`src/rtl/accum_pkg.sv`:
```
// Shared types and constants for the accumulator responder and its ALU.
package accum_pkg;

  localparam int unsigned CountWidth = 8;

  typedef enum logic [1:0] {
    OpAdd   = 2'd0,
    OpSub   = 2'd1,
    OpClear = 2'd2,
    OpRead  = 2'd3
  } op_t;

  typedef enum logic [1:0] {
    StIdle = 2'd0,
    StExec = 2'd1,
    StResp = 2'd2
  } state_t;

endpackage

```
`src/rtl/accum_alu.sv`:
```
// Combinational accumulator update; the extra top bit carries carry/borrow out.
module accum_alu
  import accum_pkg::*;
#(
  parameter int unsigned WIDTH = 16
) (
  input  op_t              op,
  input  logic [WIDTH-1:0] acc,
  input  logic [WIDTH-1:0] arg,
  output logic             ovf,
  output logic [WIDTH-1:0] next_acc
);

  logic [WIDTH:0] res;

  always_comb begin
    res = {1'b0, acc};
    unique case (op)
      OpAdd:   res = {1'b0, acc} + {1'b0, arg};
      // Two's-complement difference sets bit WIDTH exactly when arg > acc.
      OpSub:   res = {1'b0, acc} - {1'b0, arg};
      OpClear: res = '0;
      OpRead:  res = {1'b0, acc};
      default: res = {1'b0, acc};
    endcase
  end

  assign ovf      = res[WIDTH];
  assign next_acc = res[WIDTH-1:0];

endmodule

```
`src/rtl/accum_responder.sv`:
```
// Request/response accumulator: accept a command, execute it, hold the result until taken.
module accum_responder
  import accum_pkg::*;
#(
  parameter int unsigned WIDTH     = 16,
  parameter int unsigned ARG_WIDTH = 8
) (
  input  logic                  clock,
  input  logic                  rst_n,
  input  logic                  req_valid,
  output logic                  req_ready,
  input  logic [1:0]            req_op,
  input  logic [ARG_WIDTH-1:0]  req_arg,
  output logic                  rsp_valid,
  input  logic                  rsp_ready,
  output logic [WIDTH-1:0]      rsp_data,
  output logic                  rsp_ovf,
  output logic                  ovf_sticky,
  output logic [CountWidth-1:0] op_count
);

  state_t                state_q;
  op_t                   op_q;
  logic [ARG_WIDTH-1:0]  arg_q;
  logic [WIDTH-1:0]      acc_q;
  logic [WIDTH-1:0]      rsp_data_q;
  logic                  rsp_ovf_q;
  logic                  ovf_sticky_q;
  logic [CountWidth-1:0] op_count_q;

  logic [WIDTH-1:0]      alu_acc;
  logic                  alu_ovf;

  accum_alu #(
    .WIDTH(WIDTH)
  ) u_alu (
    .op      (op_q),
    .acc     (acc_q),
    .arg     (WIDTH'(arg_q)),
    .ovf     (alu_ovf),
    .next_acc(alu_acc)
  );

  always_ff @(posedge clock or negedge rst_n) begin
    if (!rst_n) begin
      state_q      <= StIdle;
      op_q         <= OpAdd;
      arg_q        <= '0;
      acc_q        <= '0;
      rsp_data_q   <= '0;
      rsp_ovf_q    <= 1'b0;
      ovf_sticky_q <= 1'b0;
      op_count_q   <= '0;
    end else begin
      case (state_q)
        StIdle: begin
          if (req_valid) begin
            op_q       <= op_t'(req_op);
            arg_q      <= req_arg;
            op_count_q <= op_count_q + CountWidth'(1);
            state_q    <= StExec;
          end
        end
        StExec: begin
          acc_q        <= alu_acc;
          rsp_data_q   <= alu_acc;
          rsp_ovf_q    <= alu_ovf;
          ovf_sticky_q <= (op_q == OpClear) ? 1'b0 : (ovf_sticky_q | alu_ovf);
          state_q      <= StResp;
        end
        StResp: begin
          if (rsp_ready) begin
            state_q <= StIdle;
          end
        end
        default: state_q <= StIdle;
      endcase
    end
  end

  // Handshake outputs depend on state only, never on req_valid/rsp_ready.
  assign req_ready  = (state_q == StIdle);
  assign rsp_valid  = (state_q == StResp);
  assign rsp_data   = rsp_data_q;
  assign rsp_ovf    = rsp_ovf_q;
  assign ovf_sticky = ovf_sticky_q;
  assign op_count   = op_count_q;

endmodule

```
`config.mk`:
```
export PLATFORM = sky130hd
export DESIGN_NAME = accum_responder
export DESIGN_NICKNAME = d
export VERILOG_FILES = /design/src/rtl/accum_pkg.sv /design/src/rtl/accum_alu.sv /design/src/rtl/accum_responder.sv
export SDC_FILE = /design/constraint.sdc
export NUM_CORES = 1
export LEC_CHECK = 0
export BUFFER_PORTS_ARGS = -buffer_cell sky130_fd_sc_hd__buf_2
export CAP_MARGIN = 25
export CORE_AREA = 3 3 79 81
export DETAILED_ROUTE_END_ITERATION = 8
export DIE_AREA = 0 0 82 84
export GPL_ROUTABILITY_DRIVEN = 0
export MAX_ROUTING_LAYER = met4
export PLACE_DENSITY = 0.63
export SETUP_SLACK_MARGIN = 0.15
export SYNTH_ARGS = -nofsm -noshare
export SYNTH_HDL_FRONTEND = slang
export SYNTH_SLANG_ARGS = --single-unit
```
`constraint.sdc`:
```
create_clock -name clock -period 6.6 [get_ports clock]
set_clock_uncertainty 0.15 [all_clocks]
set_input_delay 0.99 -clock clock [delete_from_list [all_inputs] [get_ports clock]]
set_output_delay 0.99 -clock clock [all_outputs]
set_load 0.01 [all_outputs]
```
==> flow_summary_export.csv, run 1 <==
group,metric,value,unit
floorplan,io_pins,42,
worst_setup_path,crit_path_start_kind,"register",
clock_tree,clkSinkCount,38,
grt,grt_pass1_vias,1949,
floorplan,chipHeight,84,um
synth,syn_area,0.00246,mm2
synth,synth_area_leaders,"dfrtp_1 (39%), ha_1 (10%), xnor2_1 (4.6%)",
sta,max-slew-margin-rel,40.9,%
sta,hold_viol,0,
grt,grt_usage,17.8,%
power_and_ir_drop,powerDensity,592,mW/mm2
grt,grt-ovfl-total,0,
floorplan,core,0.00554,mm2
finish,nets,334,
placed_design,post_dp_cell_area,0.00271,mm2
placed_design,numPortBuffers,41,
sta,rsz0062_at_grt,"false",
route,drt_iter0_drc,100,
finish,drive_gt1_share,20.7,%
clock_tree,cts_tree,"built",
route,vias,2025,
clock_tree,clk_path_buf_depth,2,
worst_setup_path,critPathArrivalTime,3660,ps
worst_setup_path,cpMaxStageDelayCell,"o31ai_1",
clock_tree,clk_latency,290,ps
worst_setup_path,worstPathRequired,6640,ps
power_and_ir_drop,p_total,1.66,mW
synth,ys_ff_latch,38,
grt,grt_start_max_net_pins,39,
worst_setup_path,cpMostUsedCell,"ha_1",
worst_setup_path,cp-end-kind,"register",
synth,yosysSeqAreaShare,38.6,%
synth,synth_common_cells,"dfrtp_1 (38), nand2_1 (29), o21ai_0 (22)",
finish,insertedDiodeCount,0,
sta,period_needed,3620,ps
finish,fillerInstances,553,
synth,synth_warnings,0,
clock_tree,cts_made_buffers,5,
worst_setup_path,critPathMaxFanout,6,
placed_design,placedCellCount,364,
run_status,status,"completed",
synth,synth_cell_types,42,
sta,setup-tns-final,0,ps
clock_tree,cts_setup_buffers,0,
worst_setup_path,crit_chain,"inv_1 -> ha_1 -> nand3_1 -> o31ai_1 -> ha_1 -> a21oi_2 -> o21ai_2 -> a2111o_1 -> o221a_1 -> or3_1 -> a32o_1",
floorplan,dieWidth,82,um
finish,final_cells,372,
sta,worst_pin_slew,886,ps
floorplan,dieArea,0.00689,mm2
clock_tree,path_clk_slew,80,ps
clock_tree,postCtsHoldBufs,0,
job,drv_cap,0,
route,via_per_inst,5.44,
hold_path,hold_path.class,"reg2reg",
sta,report.final.slew_viol_count,0,
finish,syn_to_final_growth,14.0,%
synth,synth_edf_count,0,
sta,max_freq,276,MHz
grt,antenna_found_initial,0,
synth,synth_top_cell_by_area,"dfrtp_1",
floorplan,start_util,44.5,%
synth,async_reset_ff_share,100,%
placed_design,place_hpwl,4200,um
route,drt-total-wl,5620,um
route,wire_per_inst,15.1,um
worst_setup_path,critPathMaxStageDelay,610,ps
route,detail-route-antenna-nets,0,
floorplan,rows,27,
synth,synth_most_common_cell,"dfrtp_1",
synth,synth_top_area_share,38.6,%
sta,setup_viol,0,
sta,period_share,54.8,%
clock_tree,post_cts_resized,0,
clock_tree,ctsRootBufferMaster,"clkbuf_8",
finish,fin_area,0.00281,mm2
power_and_ir_drop,peakVddDrop,285,uV
synth,syn-mean-instance-area,9.51,um2
worst_setup_path,worstSetupPathType,"reg2reg",
synth,syn_nets,294,
route,remaining_drc_errors,0,
route,first_pass_iters,4,
clock_tree,h-tree-depth,2,
grt,grt_pass1_wl,9420,um
power_and_ir_drop,p_leak,1.40,nW
synth,synth_ff_type,"dfrtp_1",
synth,netlist_instances,259,
[logic make-up (layout without fill, tap and decap cells)]
| family | Yosys count | count (layout) | synth area share [%] |
|---|---|---|---|
| muxes | 12 | 12 | 5.28 |
| buffers and inverters | 16 | 57 | 3.05 |
| AOI/OAI and AO/OA | 74 | 74 | 19.6 |
| and+or+nand+nor | 77 | 77 | 15.0 |
| DFF | 38 | 38 | 38.6 |
| adders and majority gates | 21 | 21 | 11.0 |
| xor gates and xnor gates | 21 | 21 | 7.47 |
[metrics by stage]
| stage | hold WS [ps] | worst slack [ps] | utilization, % |
|---|---|---|---|
| global route | 346 | 2770 | 50.7 |
| detailed placement | 316 | 3010 | 49.0 |
| floorplan | 358 | 3420 | - |
| CTS | 332 | 2990 | 50.7 |
| finish | 328 | 2980 | 50.7 |
| global placement | 308 | 3080 | 49.0 |
[routing by layer]
metal,share of wire [%],global-route usage [%],vias to the layer above
met2,47,26.2,37
met5,0,-,-
li1,-,-,1015
met3,4.1,4.00,6
met4,1.1,5.29,0
met1,48,24.5,967
[layout by cell type (no fill, tap or decap), types with 3 or more instances in the layout]
master | synthesis | layout
buf_2 | 0 | 41
o31ai_1 | 6 | 6
or3_1 | 4 | 4
a21o_1 | 9 | 9
nor2b_1 | 3 | 3
dfrtp_1 | 38 | 38
nand2b_1 | 10 | 10
nor3_1 | 3 | 3
mux2i_1 | 4 | 4
a31oi_1 | 3 | 3
inv_1 | 8 | 8
ha_1 | 20 | 20
o21ai_0 | 22 | 22
nand4_1 | 7 | 7
a21oi_1 | 13 | 13
mux2_2 | 8 | 8
xor2_1 | 8 | 8
nand2_1 | 29 | 29
nand3_1 | 4 | 4
nor2_1 | 12 | 12
clkbuf_8 | 0 | 6
xnor2_1 | 13 | 13
[worst max-delay path, delay by kind of cell (launching register included)]
family          cells  cell delay (ps)
compound gates      6             1730
fa+ha+maj           2              660
buf+inv             1              100
flops               1              420
simple gates        2              450
[area by class of cell]
type | count | area, um2 | area share (%)
Clock buffer | 6 | 82.6 | 2.94
Timing Repair Buffer | 41 | 205 | 7.31
Tap cell | 72 | 90.1 | 3.21
Inverter | 8 | 30.0 | 1.07
Sequential cell | 38 | 951 | 33.9
Clock inverter | 2 | 12.5 | 0.445
Multi-Input combinational cell | 205 | 1440 | 51.2
[report_power, final]
part	switching [mW]	internal (mW)
combinational	0.600	0.461
sequential	0.102	0.331
clock	0.0865	0.0841
[worst paths after layout]
kind	from	end	slack, ps	cells after the start
setup / recovery	arg_q[0]	rsp_data[13]	2980	11
setup reg to reg	arg_q[0]	rsp_data[13]	2980	11
hold / removal	op_count[7]	op_count[7]	330	1
min in group asynchronous	rst_n	rsp_data[8]	670	1
max in group asynchronous	rst_n	state_q[1]	5070	1
hold reg to reg	op_count[7]	op_count[7]	330	1
[registers in the layout, indices dropped and copies added (netlist names)]
name / cells
op_q: 2
state_q: 2
ovf_sticky: 1
rsp_data: 16
rsp_ovf: 1
arg_q: 8
op_count: 8
No activity file was read; power rests on OpenSTA's default activity.
==> run 2, diff against run 1 <==
ABC_AREA = 1   (was default)
CORE_AREA = 3 3 82 84   (was 3 3 79 81)
DIE_AREA = 0 0 85 87   (was 0 0 82 84)
PLACE_DENSITY = 0.62   (was 0.63)
clock period = 3.5 ns   (was 6.6 ns; I/O delays follow)
==> flow_summary_export.csv, run 2 <==
group,metric,value,unit
finish,fin_area,0.00303,mm2
finish,syn_to_final_growth,15.9,%
power_and_ir_drop,power.share.combinational,63.5,%
clock_tree,clk_path_buf_depth,2,
synth,syn_area,0.00262,mm2
worst_setup_path,cpMostUsedCell,"nand2_1",
power_and_ir_drop,powerDensity,1140,mW/mm2
sta,report.final.slew_viol_count,0,
clock_tree,cts_made_buffers,5,
worst_setup_path,critPathMaxStageDelay,390,ps
floorplan,dieArea,0.00740,mm2
synth,synth_common_cells,"nand2_1 (106), dfrtp_1 (38), inv_1 (38)",
worst_setup_path,cpMaxStageDelayCell,"dfrtp_1",
clock_tree,path_clk_slew,90,ps
finish,largest_register_ffs,16,
worst_setup_path,crit_path_start_kind,"register",
floorplan,io_pins,42,
clock_tree,clkSinkCount,38,
worst_setup_path,cp-end-kind,"register",
sta,worst_slack,766,ps
synth,syn-mean-instance-area,7.57,um2
clock_tree,h-tree-depth,2,
power_and_ir_drop,peakVddDrop,440,uV
clock_tree,cts_tree,"built",
route,wire_per_inst,12.5,um
power_and_ir_drop,p_leak,1.72,nW
synth,yosysSeqAreaShare,36.3,%
sta,hold_slack,187,ps
sta,rsz0062_at_grt,"false",
clock_tree,postCtsHoldBufs,0,
finish,fillerInstances,578,
sta,worst_pin_slew,862,ps
synth,syn_nets,381,
route,detail-route-antenna-nets,0,
hold_path,hold_path.class,"in2async",
sta,setup-tns-final,0,ps
floorplan,start_util,43.7,%
synth,synth_top_cell_by_area,"dfrtp_1",
sta,max_freq,366,MHz
route,first_pass_iters,4,
finish,final_common_cell,"nand2_1",
route,drt-total-wl,5840,um
run_status,status,"completed",
grt,grt_usage,17.4,%
synth,synth_area_leaders,"dfrtp_1 (36%), nand2_1 (15%), ha_1 (9.6%)",
synth,netlist_instances,346,
route,drt_iter0_drc,118,
placed_design,post_dp_cell_area,0.00289,mm2
synth,ys_ff_latch,38,
synth,synth_ff_type,"dfrtp_1",
power_and_ir_drop,power.internal,1.73,mW
placed_design,dp_slack,821,ps
worst_setup_path,critPathMaxFanout,5,
sta,hold_viol,0,
route,remaining_drc_errors,0,
grt,antenna_found_initial,0,
finish,insertedDiodeCount,0,
grt,grt_pass1_wl,10100,um
sta,period_needed,2730,ps
worst_setup_path,critPathArrivalTime,2810,ps
floorplan,rows,28,
power_and_ir_drop,swShare,50.0,%
finish,fin_util,50.6,%
power_and_ir_drop,p_total,3.46,mW
finish,final_cell_mix,"nand2_1 (106), buf_2 (41), inv_1 (38), dfrtp_1 (38)",
floorplan,chipHeight,87,um
worst_setup_path,crit_chain,"nor3_1 -> nand3_1 -> nor3_2 -> ha_1 -> o21ai_0 -> ha_1 -> nand2_1 -> inv_1 -> a21oi_1 -> nand2_1 -> nand2_1 -> nand2_1 -> nand2_1 -> nand3_2 -> a21oi_1",
worst_setup_path,worstPathRequired,3580,ps
sta,setup_viol,0,
synth,synth_edf_count,0,
placed_design,place_hpwl,4400,um
clock_tree,cts_setup_buffers,0,
clock_tree,clk_latency,290,ps
clock_tree,ctsRootBufferMaster,"clkbuf_8",
power_and_ir_drop,p_switching,1.73,mW
finish,nets,425,
synth,async_reset_ff_share,100,%
grt,grt_pass1_vias,2228,
synth,synth_most_common_cell,"nand2_1",
finish,drive_gt1_share,21.2,%
job,drv_cap,0,
synth,synth_top_area_share,36.3,%
sta,max-slew-margin-rel,42.5,%
grt,grt_start_max_net_pins,39,
power_and_ir_drop,clkPwrFrac,13.8,%
clock_tree,post_cts_resized,0,
floorplan,core,0.00599,mm2
route,vias,2245,
power_and_ir_drop,seq_power_share,22.7,%
finish,final_cells,466,
synth,synth_warnings,0,
placed_design,placedCellCount,458,
synth,synth_cell_types,38,
grt,grt-ovfl-total,0,
worst_setup_path,worstSetupPathType,"reg2reg",
route,via_per_inst,4.82,
floorplan,dieWidth,85,um
placed_design,numPortBuffers,41,
sta,period_share,78.1,%
run 2: metal layers:
layer  track usage, %  vias up  wire length (um)
li1                 -     1196                 -
met1             23.8      982              2930
met2             26.2       52              2540
met3             2.74       15               262
met4             6.33        0               104
met5                -        -                 0
run 2: worst max-delay path, delay by kind of cell (launching register included):
family          cells  cell delay (ps)
simple gates        9             1050
flops               1              390
buf+inv             1               60
fa+ha+maj           2              570
compound gates      3              440
run 2: power by group through the flow:
stage               Combinational (mW)  Sequential, mW  Clock [mW]
floorplan                         1.64           0.827           0
global placement                  2.16           0.791           0
detailed placement                2.19           0.792           0
CTS                               2.21           0.788       0.489
global route                      2.52           0.817       0.502
finish                            2.20           0.785       0.477
run 2: final cells by class:
class	instances	area (um2)	area share, %
Timing Repair Buffer	41	205	6.77
Tap cell	75	93.8	3.09
Multi-Input combinational cell	255	1460	48.0
Clock buffer	6	82.6	2.72
Sequential cell	38	951	31.4
Clock inverter	2	60.1	1.98
Inverter	49	185	6.11
run 2: kinds of logic (layout without fill, tap and decap cells):
logic type                 Yosys count  in the layout  share of synthesized area (%)
AOI/OAI and AO/OA                   56             56                           11.9
xor gates and xnor gates            11             11                           3.68
and+or+nand+nor                    167            167                           29.7
DFF                                 38             38                           36.3
adders and majority gates           21             21                           10.3
buffers and inverters               53             98                           8.08
run 2: final timing paths:
kind | endpoint | cells past startpoint | slack [ps] | startpoint
setup / recovery | ovf_sticky | 15 | 770 | arg_q[2]
hold / removal | rsp_data[10] | 1 | 190 | rst_n
setup reg to reg | ovf_sticky | 15 | 770 | arg_q[2]
hold reg to reg | op_count[7] | 1 | 320 | op_count[7]
max in group asynchronous | op_count[4] | 1 | 2470 | rst_n
min in group clock | state_q[1] | 2 | 260 | rsp_ready
==> run 3, diff against run 2 <==
clock period = 2.85 ns   (was 3.5 ns; I/O delays follow)
==> flow_summary_export.csv, run 3 (synthesis results as in run 2) <==
group,metric,value,unit
run_status,status,"completed",
worst_setup_path,cp-end-kind,"register",
sta,hold_viol,0,
finish,fin_area,0.00329,mm2
route,remaining_drc_errors,0,
hold_path,hold_path.class,"in2async",
sta,period_needed,2650,ps
placed_design,post_dp_cell_area,0.00291,mm2
finish,multiInputGateArea,0.00165,mm2
clock_tree,postCtsHoldBufs,0,
grt,grt_pass1_wl,9800,um
finish,syn_to_final_growth,25.6,%
finish,final_cell_mix,"nand2_1 (94), buf_2 (41), dfrtp_1 (38), inv_1 (35)",
worst_setup_path,r2r_setup_slack,200,ps
job,drv_cap,0,
route,vias,2335,
sta,worst_slack,205,ps
floorplan,dieArea,0.00740,mm2
grt,grt_start_max_net_pins,39,
clock_tree,path_clk_slew,90,ps
floorplan,rows,28,
floorplan,core,0.00599,mm2
clock_tree,clk_latency,300,ps
grt,grt-ovfl-total,0,
finish,final_common_cell,"nand2_1",
sta,max_freq,378,MHz
clock_tree,clk_path_buf_depth,2,
placed_design,place_hpwl,4500,um
floorplan,dieWidth,85,um
floorplan,chipHeight,87,um
grt,antenna_found_initial,0,
clock_tree,ctsRootBufferMaster,"clkbuf_8",
placed_design,numPortBuffers,41,
worst_setup_path,critPathArrivalTime,2690,ps
finish,seq_area,951,um2
route,via_per_inst,4.92,
placed_design,dp_slack,136,ps
route,first_pass_iters,4,
floorplan,io_pins,42,
worst_setup_path,worstPathRequired,2890,ps
grt,grt_usage,17.2,%
clock_tree,h-tree-depth,2,
sta,period_share,92.8,%
finish,drive_gt1_share,31.8,%
worst_setup_path,crit_path_start_kind,"register",
clock_tree,cts_tree,"built",
sta,worst_pin_slew,859,ps
finish,insertedDiodeCount,0,
worst_setup_path,critPathMaxFanout,4,
floorplan,start_util,43.7,%
sta,setup-tns-final,0,ps
finish,largest_register_ffs,16,
clock_tree,cts_made_buffers,5,
finish,fillerInstances,543,
route,detail-route-antenna-nets,0,
sta,setup_viol,0,
route,drt-total-wl,6160,um
route,drt_iter0_drc,95,
finish,nets,434,
sta,max-slew-margin-rel,42.8,%
clock_tree,clkSinkCount,38,
worst_setup_path,worstSetupPathType,"reg2reg",
route,wire_per_inst,13.0,um
sta,rsz0062_at_grt,"true",
sta,report.final.slew_viol_count,0,
grt,grt_pass1_vias,2150,
-- run 3: cell types whose count changed in the layout (fill, tap and decap cells not counted), sizes merged --
cell,delta
buf,+9
clkinv,+1
clkbuf,-1
-- run 3: what timing repair did --
| action | CTS | global route |
|---|---|---|
| buffers inserted | 0 | 7 |
| pin swaps | 0 | 19 |
| setup endpoints to repair | 1 | 12 |
| gates resized for setup | 1 | 42 |
-- run 3: critical path, cell delays in order (launching register included) --
cell	delay, ps
dfrtp_1	400
nor3_2	210
nand3_1	130
nor3_2	230
ha_1	270
o21ai_2	170
ha_4	250
buf_4	150
nand2_4	100
inv_2	40
and3_4	170
nand2_4	70
nand3_1	80
nand2_1	80
o21ai_1	50
-- run 3: final cells by class --
type	count	area share (%)
Inverter	49	5.63
Multi-Input combinational cell	255	50.1
Timing Repair Buffer	50	8.30
Clock inverter	3	2.09
Tap cell	75	2.85
Clock buffer	5	2.09
Sequential cell	38	28.9
-- run 3: final timing paths --
| kind | cells after the start | from | to |
|---|---|---|---|
| max | 14 | arg_q[0] | rsp_data[13] |
| min | 1 | rst_n | rsp_data[8] |
| max reg2reg | 14 | arg_q[0] | rsp_data[13] |
| min reg2reg | 1 | op_count[7] | op_count[7] |
| max in group asynchronous | 1 | rst_n | op_count[1] |
| min in group clock | 2 | rsp_ready | state_q[1] |
-- run 3: routing by layer --
metal / global-route usage, % / share of wire (%) / vias to the layer above
met2: 27.8 / 46 / 46
met4: 6.47 / 2.5 / 0
li1: - / - / 1214
met3: 2.55 / 3.9 / 12
met5: - / 0 / -
met1: 21.8 / 48 / 1063
-- run 3: through the flow --
| step | instances | util (%) | hold WS (ps) |
|---|---|---|---|
| 2_1_floorplan | 346 | - | -18.1 |
| 3_3_place_gp | 460 | 48.5 | 302 |
| 3_5_place_dp | 460 | 48.5 | 307 |
| 4_1_cts | 468 | 50.9 | 115 |
| 5_1_grt | 475 | 54.9 | 145 |
| 6_report | 475 | 54.9 | 74.8 |
Power of run 3 is not shown: default switching activity piles up to over one toggle a cycle in this logic, so the estimate is an artifact.
